## src/rtl/mult_div_sequencer_if.sv

```systemverilog
// Request/result bundle between the EX-stage issue logic and the multi-cycle MULT/DIV sequencer.
// The master drives the request; the slave returns HI/LO, status and the pipeline stall.
interface mult_div_sequencer_if #(
    parameter int unsigned WIDTH = 32,
    parameter int unsigned OP_W  = 4
);
    logic             start;
    logic [OP_W-1:0]  alu_operation;
    logic [WIDTH-1:0] rs_val;
    logic [WIDTH-1:0] rt_val;
    logic [WIDTH-1:0] hi;
    logic [WIDTH-1:0] lo;
    logic             busy;
    logic             done;
    logic             stall;

    modport master (
        output start, alu_operation, rs_val, rt_val,
        input  hi, lo, busy, done, stall
    );

    modport slave (
        input  start, alu_operation, rs_val, rt_val,
        output hi, lo, busy, done, stall
    );
endinterface

```

## src/rtl/mult_div_sequencer.sv

```systemverilog
// Bit-serial signed MULT/DIV sequencer writing architectural HI/LO.
// Works on operand magnitudes and fixes up signs in a single cycle at the end.
module mult_div_sequencer #(
    parameter int unsigned     WIDTH   = 32,
    parameter int unsigned     OP_W    = 4,
    parameter logic [OP_W-1:0] OP_MULT = OP_W'(12),
    parameter logic [OP_W-1:0] OP_DIV  = OP_W'(13)
) (
    input  logic                clk,
    input  logic                rst,
    mult_div_sequencer_if.slave bus_io
);
    localparam int unsigned CntW = $clog2(WIDTH + 1);

    typedef enum logic [1:0] {StIdle, StCalc, StFix, StDone} state_e;

    state_e             state_q, state_d;
    logic               is_div_q, is_div_d;
    logic               neg_res_q, neg_res_d;
    logic               neg_rem_q, neg_rem_d;
    logic [2*WIDTH-1:0] acc_q, acc_d;
    logic [WIDTH-1:0]   mag_q, mag_d;
    logic [WIDTH:0]     rem_q, rem_d;
    logic [CntW-1:0]    cnt_q, cnt_d;
    logic [WIDTH-1:0]   hi_q, hi_d;
    logic [WIDTH-1:0]   lo_q, lo_d;

    logic               valid_op, is_div_req, accept, div_zero;
    logic [WIDTH-1:0]   rs_mag, rt_mag;
    logic [WIDTH:0]     mul_sum, rem_shift, rem_sub;
    logic               rem_ge;
    logic [2*WIDTH-1:0] prod_fix;
    logic [WIDTH-1:0]   quo_fix, rem_fix;

    assign is_div_req = (bus_io.alu_operation == OP_DIV);
    assign valid_op   = (bus_io.alu_operation == OP_MULT) || is_div_req;
    assign accept     = (state_q == StIdle) && bus_io.start && valid_op;
    assign div_zero   = is_div_req && (bus_io.rt_val == '0);
    assign rs_mag     = bus_io.rs_val[WIDTH-1] ? -bus_io.rs_val : bus_io.rs_val;
    assign rt_mag     = bus_io.rt_val[WIDTH-1] ? -bus_io.rt_val : bus_io.rt_val;

    // Multiply: acc = {partial product, remaining multiplier bits}, shifted right each step.
    assign mul_sum   = {1'b0, acc_q[2*WIDTH-1:WIDTH]} + (acc_q[0] ? {1'b0, mag_q} : '0);
    // Divide: dividend bits shift out of acc[WIDTH-1:0] while quotient bits shift in.
    assign rem_shift = {rem_q[WIDTH-1:0], acc_q[WIDTH-1]};
    assign rem_ge    = (rem_shift >= {1'b0, mag_q});
    assign rem_sub   = rem_shift - {1'b0, mag_q};

    assign prod_fix = neg_res_q ? -acc_q : acc_q;
    assign quo_fix  = neg_res_q ? -acc_q[WIDTH-1:0] : acc_q[WIDTH-1:0];
    assign rem_fix  = neg_rem_q ? -rem_q[WIDTH-1:0] : rem_q[WIDTH-1:0];

    always_ff @(posedge clk or posedge rst) begin
        if (rst) begin
            state_q <= StIdle;
        end else begin
            state_q <= state_d;
        end
    end

    always_comb begin
        state_d = state_q;
        unique case (state_q)
            StIdle:  if (accept) state_d = div_zero ? StDone : StCalc;
            StCalc:  if (cnt_q == CntW'(1)) state_d = StFix;
            StFix:   state_d = StDone;
            StDone:  state_d = StIdle;
            default: state_d = StIdle;
        endcase
    end

    always_comb begin
        bus_io.busy  = (state_q == StCalc) || (state_q == StFix);
        bus_io.done  = (state_q == StDone);
        bus_io.stall = bus_io.busy || accept;
        bus_io.hi    = hi_q;
        bus_io.lo    = lo_q;
    end

    always_comb begin
        is_div_d  = is_div_q;
        neg_res_d = neg_res_q;
        neg_rem_d = neg_rem_q;
        acc_d     = acc_q;
        mag_d     = mag_q;
        rem_d     = rem_q;
        cnt_d     = cnt_q;
        hi_d      = hi_q;
        lo_d      = lo_q;
        unique case (state_q)
            StIdle: begin
                if (accept) begin
                    is_div_d  = is_div_req;
                    neg_res_d = bus_io.rs_val[WIDTH-1] ^ bus_io.rt_val[WIDTH-1];
                    neg_rem_d = bus_io.rs_val[WIDTH-1];
                    cnt_d     = CntW'(WIDTH);
                    rem_d     = '0;
                    if (is_div_req) begin
                        acc_d = {{WIDTH{1'b0}}, rs_mag};
                        mag_d = rt_mag;
                    end else begin
                        acc_d = {{WIDTH{1'b0}}, rt_mag};
                        mag_d = rs_mag;
                    end
                    if (div_zero) begin
                        hi_d = bus_io.rs_val;
                        lo_d = '1;
                    end
                end
            end
            StCalc: begin
                cnt_d = cnt_q - CntW'(1);
                if (is_div_q) begin
                    rem_d = rem_ge ? rem_sub : rem_shift;
                    acc_d = {acc_q[2*WIDTH-1:WIDTH], acc_q[WIDTH-2:0], rem_ge};
                end else begin
                    acc_d = {mul_sum, acc_q[WIDTH-1:1]};
                end
            end
            StFix: begin
                if (is_div_q) begin
                    hi_d = rem_fix;
                    lo_d = quo_fix;
                end else begin
                    hi_d = prod_fix[2*WIDTH-1:WIDTH];
                    lo_d = prod_fix[WIDTH-1:0];
                end
            end
            default: ;
        endcase
    end

    always_ff @(posedge clk or posedge rst) begin
        if (rst) begin
            is_div_q  <= 1'b0;
            neg_res_q <= 1'b0;
            neg_rem_q <= 1'b0;
            acc_q     <= '0;
            mag_q     <= '0;
            rem_q     <= '0;
            cnt_q     <= '0;
            hi_q      <= '0;
            lo_q      <= '0;
        end else begin
            is_div_q  <= is_div_d;
            neg_res_q <= neg_res_d;
            neg_rem_q <= neg_rem_d;
            acc_q     <= acc_d;
            mag_q     <= mag_d;
            rem_q     <= rem_d;
            cnt_q     <= cnt_d;
            hi_q      <= hi_d;
            lo_q      <= lo_d;
        end
    end
endmodule

```

## src/flat_wrapper.sv

```systemverilog
// flat-port wrapper written by rule: the top's interface ports become plain ports
module mult_div_sequencer_flat 
#(
    parameter int unsigned     WIDTH   = 32,
    parameter int unsigned     OP_W    = 4,
    parameter logic [OP_W-1:0] OP_MULT = OP_W'(12),
    parameter logic [OP_W-1:0] OP_DIV  = OP_W'(13)
)
  (clk, rst, bus_io_start, bus_io_alu_operation, bus_io_rs_val, bus_io_rt_val, bus_io_hi, bus_io_lo, bus_io_busy, bus_io_done, bus_io_stall);
  mult_div_sequencer_if #(.WIDTH(WIDTH), .OP_W(OP_W)) bus_io_i ();
  input  logic clk;
  input  logic rst;
  input wire logic [$bits(bus_io_i.start)-1:0] bus_io_start;
  input wire logic [$bits(bus_io_i.alu_operation)-1:0] bus_io_alu_operation;
  input wire logic [$bits(bus_io_i.rs_val)-1:0] bus_io_rs_val;
  input wire logic [$bits(bus_io_i.rt_val)-1:0] bus_io_rt_val;
  output wire logic [$bits(bus_io_i.hi)-1:0] bus_io_hi;
  output wire logic [$bits(bus_io_i.lo)-1:0] bus_io_lo;
  output wire logic [$bits(bus_io_i.busy)-1:0] bus_io_busy;
  output wire logic [$bits(bus_io_i.done)-1:0] bus_io_done;
  output wire logic [$bits(bus_io_i.stall)-1:0] bus_io_stall;
  assign bus_io_i.start = bus_io_start;
  assign bus_io_i.alu_operation = bus_io_alu_operation;
  assign bus_io_i.rs_val = bus_io_rs_val;
  assign bus_io_i.rt_val = bus_io_rt_val;
  assign bus_io_hi = bus_io_i.hi;
  assign bus_io_lo = bus_io_i.lo;
  assign bus_io_busy = bus_io_i.busy;
  assign bus_io_done = bus_io_i.done;
  assign bus_io_stall = bus_io_i.stall;
  mult_div_sequencer #(.WIDTH(WIDTH), .OP_W(OP_W), .OP_MULT(OP_MULT), .OP_DIV(OP_DIV)) u_core (.clk(clk), .rst(rst), .bus_io(bus_io_i));
endmodule
```

## config.mk

```make
export PLATFORM = sky130hd
export DESIGN_NAME = mult_div_sequencer_flat
export DESIGN_NICKNAME = d
export VERILOG_FILES = /design/src/rtl/mult_div_sequencer_if.sv /design/src/rtl/mult_div_sequencer.sv /design/src/flat_wrapper.sv
export SDC_FILE = /design/constraint.sdc
export NUM_CORES = 1
export LEC_CHECK = 0
export ABC_AREA = 1
export BUFFER_PORTS_ARGS = -buffer_cell sky130_fd_sc_hd__buf_4
export CAP_MARGIN = 5
export CORE_ASPECT_RATIO = 0.5
export CORE_MARGIN = 2
export CORE_UTILIZATION = 57
export DETAILED_ROUTE_END_ITERATION = 6
export PLACE_DENSITY = 0.86
export REMOVE_ABC_BUFFERS = 1
export SLEW_MARGIN = 20
export SYNTH_ARGS = -nofsm -noshare
export SYNTH_HDL_FRONTEND = slang
export SYNTH_SLANG_ARGS = --single-unit
```

## constraint.sdc

```tcl
create_clock -name clk -period 6.5 [get_ports clk]
set_input_delay 0.65 -clock clk [delete_from_list [all_inputs] [get_ports clk]]
set_output_delay 0.65 -clock clk [all_outputs]
set_load 0.01 [all_outputs]
```

After elaboration in Yosys (flattened, before gate mapping)
Cells that the tools add are included.
Word-level totals
  output and inout port bits: 67
  input port bits: 71
  word-level logic and storage cells: 77
  bits in registers: 203
Cells by class
  $lt $le $gt $ge: 1
  add/sub/neg operators: 8
  equality and inequality tests: 11
  mux-type cells: 29
  bitwise logic cells: 1
  reductions and logical operators: 16
Operator list (number)
  2-to-1 mux 32 bit: 16
  2-to-1 mux 64 bit: 3
  case mux 32 bit (2 select lines): 3
  negator 32 bit: 4
  case mux 64 bit (2 select lines): 1
  negator 64 bit: 1
  adder 32 x 33 -> 33 bit: 1
  >= comparator 33 x 32 -> 1 bit: 1
  logical NOT 32 bit: 1
  subtractor 32 bit: 1
  case mux 6 bit (2 select lines): 1
  AND reduction 3 bit: 3
  == test 4 bit (second input constant): 2
  != test 2 x 1 -> 1 bit (second input constant): 4
  case mux 2 bit (4 select lines): 1
  == test 6 x 1 -> 1 bit (second input constant): 1
  2-to-1 mux 2 bit: 3
  2-to-1 mux 6 bit: 1
  AND reduction 2 bit: 3
  subtractor 6 x 1 -> 6 bit (second input constant): 1
  == test 2 bit (second input constant): 2
  nonzero test 2 bit: 2
  logical AND 1 bit: 3
  logical OR 1 bit: 3
  4 further kinds: 4

Depth between registers and ports, before layout
  depth after elaboration: 5
  gate-level depth with buffers: 17
  depth with buffers taken out: 17

Worst setup path after synthesis
OpenSTA, ideal clock, no wires.
  path type: register to register
  start: register u_core.acc_q[0]
  end: register u_core.acc_q[51]
  arrival time: 2.306 ns
  setup time: 0.126 ns
  buffers on the path: 2
  setup slack: 4.068 ns
  cell stages (with the launch flop): 16
  cell sequence: dfrtp_1 -> buf_6 -> clkbuf_1 -> nand2_1 -> inv_1 -> ha_1 -> inv_1 -> fa_1 -> o21ai_1 -> nand3_1 -> nand3_1 -> nand2_1 -> o21ai_0 -> nand2_1 -> nand2_1 -> o22ai_1
On the way
  cells in the longest elaborated chain, start to end: 4
RTL lines
  from (decl): RTL line mult_div_sequencer.sv:21  | logic [2*WIDTH-1:0] acc_q, acc_d;
  from (signal assigned): RTL line mult_div_sequencer.sv:138  | acc_q <= '0;
  from (signal assigned): RTL line mult_div_sequencer.sv:148  | acc_q <= acc_d;
  2-to-1 mux 32 bit: RTL line mult_div_sequencer.sv:43  | assign mul_sum = {1'b0, acc_q[2*WIDTH-1:WIDTH]} + (acc_q[0] ? {1'b0, mag_q} : '0);
  adder 32 x 33 -> 33 bit: RTL line mult_div_sequencer.sv:43
  2-to-1 mux 64 bit: RTL line mult_div_sequencer.sv:113  | if (is_div_q) begin
  case mux 64 bit (2 select lines): RTL line mult_div_sequencer.sv:90  | unique case (state_q)
No other way between the ends. The select of a mux whose other input is x is not followed.
A chain may end at the register's enable or synchronous reset.

Final worst setup path
Ends and elaborated chain as after synthesis.

==> flow_metrics.py <==
metrics = {
    "run_status": {
        "status": "completed",
    },
    "sta": {
        "finalCritPeriodShare": 0.520,
        "fin_ws_ps": 3120,
        "finalHoldViolations": 0,
        "drv_slew": 0,
        "relSlewSlack": 0.359,
        "setup_viol": 0,
        "finalCriticalPeriod_ps": 3380,
        "fmax_mhz": 296,
        "rsz0062_at_grt": "false",
        "worst_clock_skew_ps": 15.0,
        "worstMarginPinSlew_ps": 960,
        "tns_ps": 0,
        "whs_ps": 246,
    },
    "critical_path": {
        "critPathCaptureType": "flip-flop",
        "critPathMaxFanout": 36,
        "r2r-end": "u_core.acc_q[51]$_DFFE_PP0P_",
        "critical_path.max_stage_delay_ps": 430,
        "r2r_slack_ps": 3120,
        "cp.arrival_ps": 3810,
        "start_kind": "flip-flop",
        "r2r_start": "u_core.acc_q[0]$_DFFE_PP0P_",
        "setup.worst_path.class": "reg2reg",
        "cp_top_family": "compound AO/OA/AOI/OAI gates",
        "reg2reg_depth": 14,
        "worst_ep_required_time_ps": 6920,
        "critical_path_buf_inv_count": 3,
        "crit_slowest_cell": "o21ai_0",
        "cpMostUsedCell": "nand2_1",
        "cp_cell_sequence": "buf_4, nand2_1, inv_1, ha_1, inv_1, fa_1, o21ai_1, nand3_1, nand3_1, nand2_1, o21ai_0, nand2_1, nand2_1, o22ai_1",
    },
    "place": {
        "dp_slack_ps": 3180,
        "place_area_mm2": 0.0206,
        "placedCellCount": 3732,
        "dp_hpwl_mm": 63.6,
        "gp_congestion": 1.03,
        "io_buffers": 137,
    },
    "route": {
        "firstDrtPassIters": 6,
        "vias": 23191,
        "drc_errors": 0,
        "finalWirelength_mm": 80.9,
        "avgRoutedWirePerCell_um": 21.4,
        "avgViaCountPerCell": 6.15,
        "drt-initial-drc-count": 3593,
        "drt.antenna.violating_nets": 0,
    },
    "global_routing": {
        "track_usage": 0.445,
        "grt_pass1_wl_mm": 121,
        "grt_pass1_vias": 20429,
        "grt_start_max_net_pins": 112,
        "overflow": 0,
        "antenna_found_initial": 3,
    },
    "floorplan": {
        "pin_count": 138,
        "fp.dieArea_mm2": 0.0355,
        "rows": 47,
        "die_h_um": 134,
        "die-width_um": 265,
        "initial_core_util": 0.582,
        "core_mm2": 0.0332,
    },
    "worst_hold_path": {
        "holdCritPathClass": "in2async",
    },
    "power_and_ir_drop": {
        "powerDensity_mw_per_mm2": 559,
        "power_frac_seq": 0.218,
        "finalPower_mw": 12.0,
        "power_switching_mw": 6.85,
        "peakVddDrop_uv": 704,
        "power_frac_clock": 0.118,
        "p_leak_nw": 11.3,
        "p_int_mw": 5.10,
        "sw_frac_of_total": 0.573,
        "pwr-share-comb": 0.664,
    },
    "synthesis": {
        "synth_ff_type": "dfrtp_1",
        "synth_edf_count": 0,
        "synth.distinct_cells": 46,
        "syn_avg_cell_area_um2": 5.97,
        "yosys-top-cells-area": "dfrtp_1 26%, nand2_1 20%, nand3_1 8.9%, inv_1 7.7%, nor2_1 7.1%",
        "yosys.area.top_type_share": 0.263,
        "yosysSeqAreaShare": 0.263,
        "yosys_warnings": 0,
        "syn_inst": 3244,
        "ys_ff_latch": 203,
        "syn_area_mm2": 0.0194,
        "async_reset_ff_frac": 1.00,
        "yosysTopAreaCell": "dfrtp_1",
    },
    "layout": {
        "layout.nets": 3462,
        "drive_gt1_frac": 0.0802,
        "utilization": 0.643,
        "layout_commonest_cell": "nand2_1",
        "fillers": 3173,
        "layout.cells.most_common_list": "1,030 x nand2_1, 396 x inv_1, 364 x nor2_1, 345 x nand3_1, 202 x dfrtp_1",
        "area_growth_pct": 10.5,
        "layout.cells.non_filler": 3772,
        "final_area_mm2": 0.0214,
    },
    "cts": {
        "ctsResizeCount": 0,
        "cts_sinks": 203,
        "cts_hold_buf": 0,
        "clockBufferDepth": 3,
        "cts-root-buf": "clkbuf_16",
        "cts_setup_buffers": 0,
        "clkTransAtPathRegs_ps": 70,
        "cts_buffers": 22,
        "h-tree-depth": 1,
        "cts_tree": "built",
        "insertion_delay_ps": 550,
    },
    "job": {
        "maxCapViolCount": 0,
    },
}
cell type report:
| type | count | area [um^2] | share of cell area |
|---|---|---|---|
| Tap cell | 441 | 552 | 0.0258 |
| Antenna cell | 2 | 5.00 | 0.000234 |
| Multi-Input combinational cell | 2521 | 12200 | 0.573 |
| Sequential cell | 203 | 5080 | 0.238 |
| Clock inverter | 7 | 92.6 | 0.00433 |
| Inverter | 409 | 1540 | 0.0722 |
| Clock buffer | 31 | 676 | 0.0316 |
| Timing Repair Buffer | 158 | 1190 | 0.0555 |
registers in the layout, indices dropped and copies added, names as in the netlist:
name / flops
u_core.cnt_q: 6
u_core.neg_rem_q: 1
u_core.bus_io.lo: 32
u_core.state_q: 2
u_core.bus_io.hi: 32
u_core.acc_q: 64
u_core.neg_res_q: 1
u_core.mag_q: 32
u_core.is_div_q: 1
u_core.rem_q: 32
metal layers:
metal	up-vias	part of all wire	wire length (um)	GRT usage
met3	211	0.16	13000	0.173
met1	10695	0.41	32900	0.623
met2	1580	0.40	32600	0.638
met5	-	0.00014	11	0
met4	2	0.030	2410	0.114
li1	10703	-	-	-
worst max-delay path by stage:
stage                           startpoint                         endpoint  slack (ps)  cells past startpoint
4_1_cts        u_core.acc_q[0]$_DFFE_PP0P_     u_core.acc_q[51]$_DFFE_PP0P_        3250                     14
6_report       u_core.acc_q[0]$_DFFE_PP0P_     u_core.acc_q[51]$_DFFE_PP0P_        3120                     14
5_1_grt        u_core.acc_q[0]$_DFFE_PP0P_     u_core.acc_q[51]$_DFFE_PP0P_        2960                     14
2_1_floorplan                          rst      u_core.acc_q[0]$_DFFE_PP0P_         310                      1
3_3_place_gp       bus_io_alu_operation[2]  u_core.bus_io.hi[1]$_DFFE_PP0P_        3270                      9
3_5_place_dp       bus_io_alu_operation[2]  u_core.bus_io.hi[1]$_DFFE_PP0P_        3180                      9
worst reg2reg max path, delay by kind of cell (launching register included):
| family | cells | cell delay, ps |
|---|---|---|
| and+or+nand+nor | 6 | 780 |
| DFF | 1 | 330 |
| AOI/OAI and AO/OA | 3 | 900 |
| buffers and inverters | 3 | 560 |
| adders and majority gates | 2 | 700 |
synthesized netlist by cell type (20+ instances only):
| master | n |
|---|---|
| o211ai_1 | 26 |
| inv_1 | 398 |
| buf_2 | 29 |
| dfrtp_1 | 203 |
| o21ai_0 | 146 |
| xor2_1 | 30 |
| a21oi_1 | 184 |
| o21ai_1 | 38 |
| a221oi_1 | 29 |
| nand3_1 | 345 |
| nand4_1 | 41 |
| clkbuf_1 | 61 |
| nand2_1 | 1031 |
| nor2_1 | 366 |
| nor3_1 | 40 |
| ha_1 | 74 |
| a22oi_1 | 20 |
logic make-up (layout without fill, tap and decap cells):
group                      after synthesis  count (layout)  share of synthesized area
other                                    0               2                          0
xor gates and xnor gates                46              46                     0.0208
AOI/OAI and AO/OA                      503             503                      0.149
buffers and inverters                  520             605                      0.106
and+or+nand+nor                       1896            1896                      0.411
adders and majority gates               76              76                     0.0499
DFF                                    203             203                      0.263
power groups by stage:
| stage | sequential, mW | clock [mW] | combinational (mW) |
|---|---|---|---|
| finish | 2.60 | 1.41 | 7.94 |
| global route | 2.63 | 1.45 | 8.65 |
| CTS | 2.53 | 1.39 | 7.64 |
| detailed placement | 2.54 | 0 | 7.60 |
| floorplan | 2.44 | 0 | 4.98 |
| global placement | 2.53 | 0 | 7.44 |
Note: power is estimated with default switching activity, not from simulation.
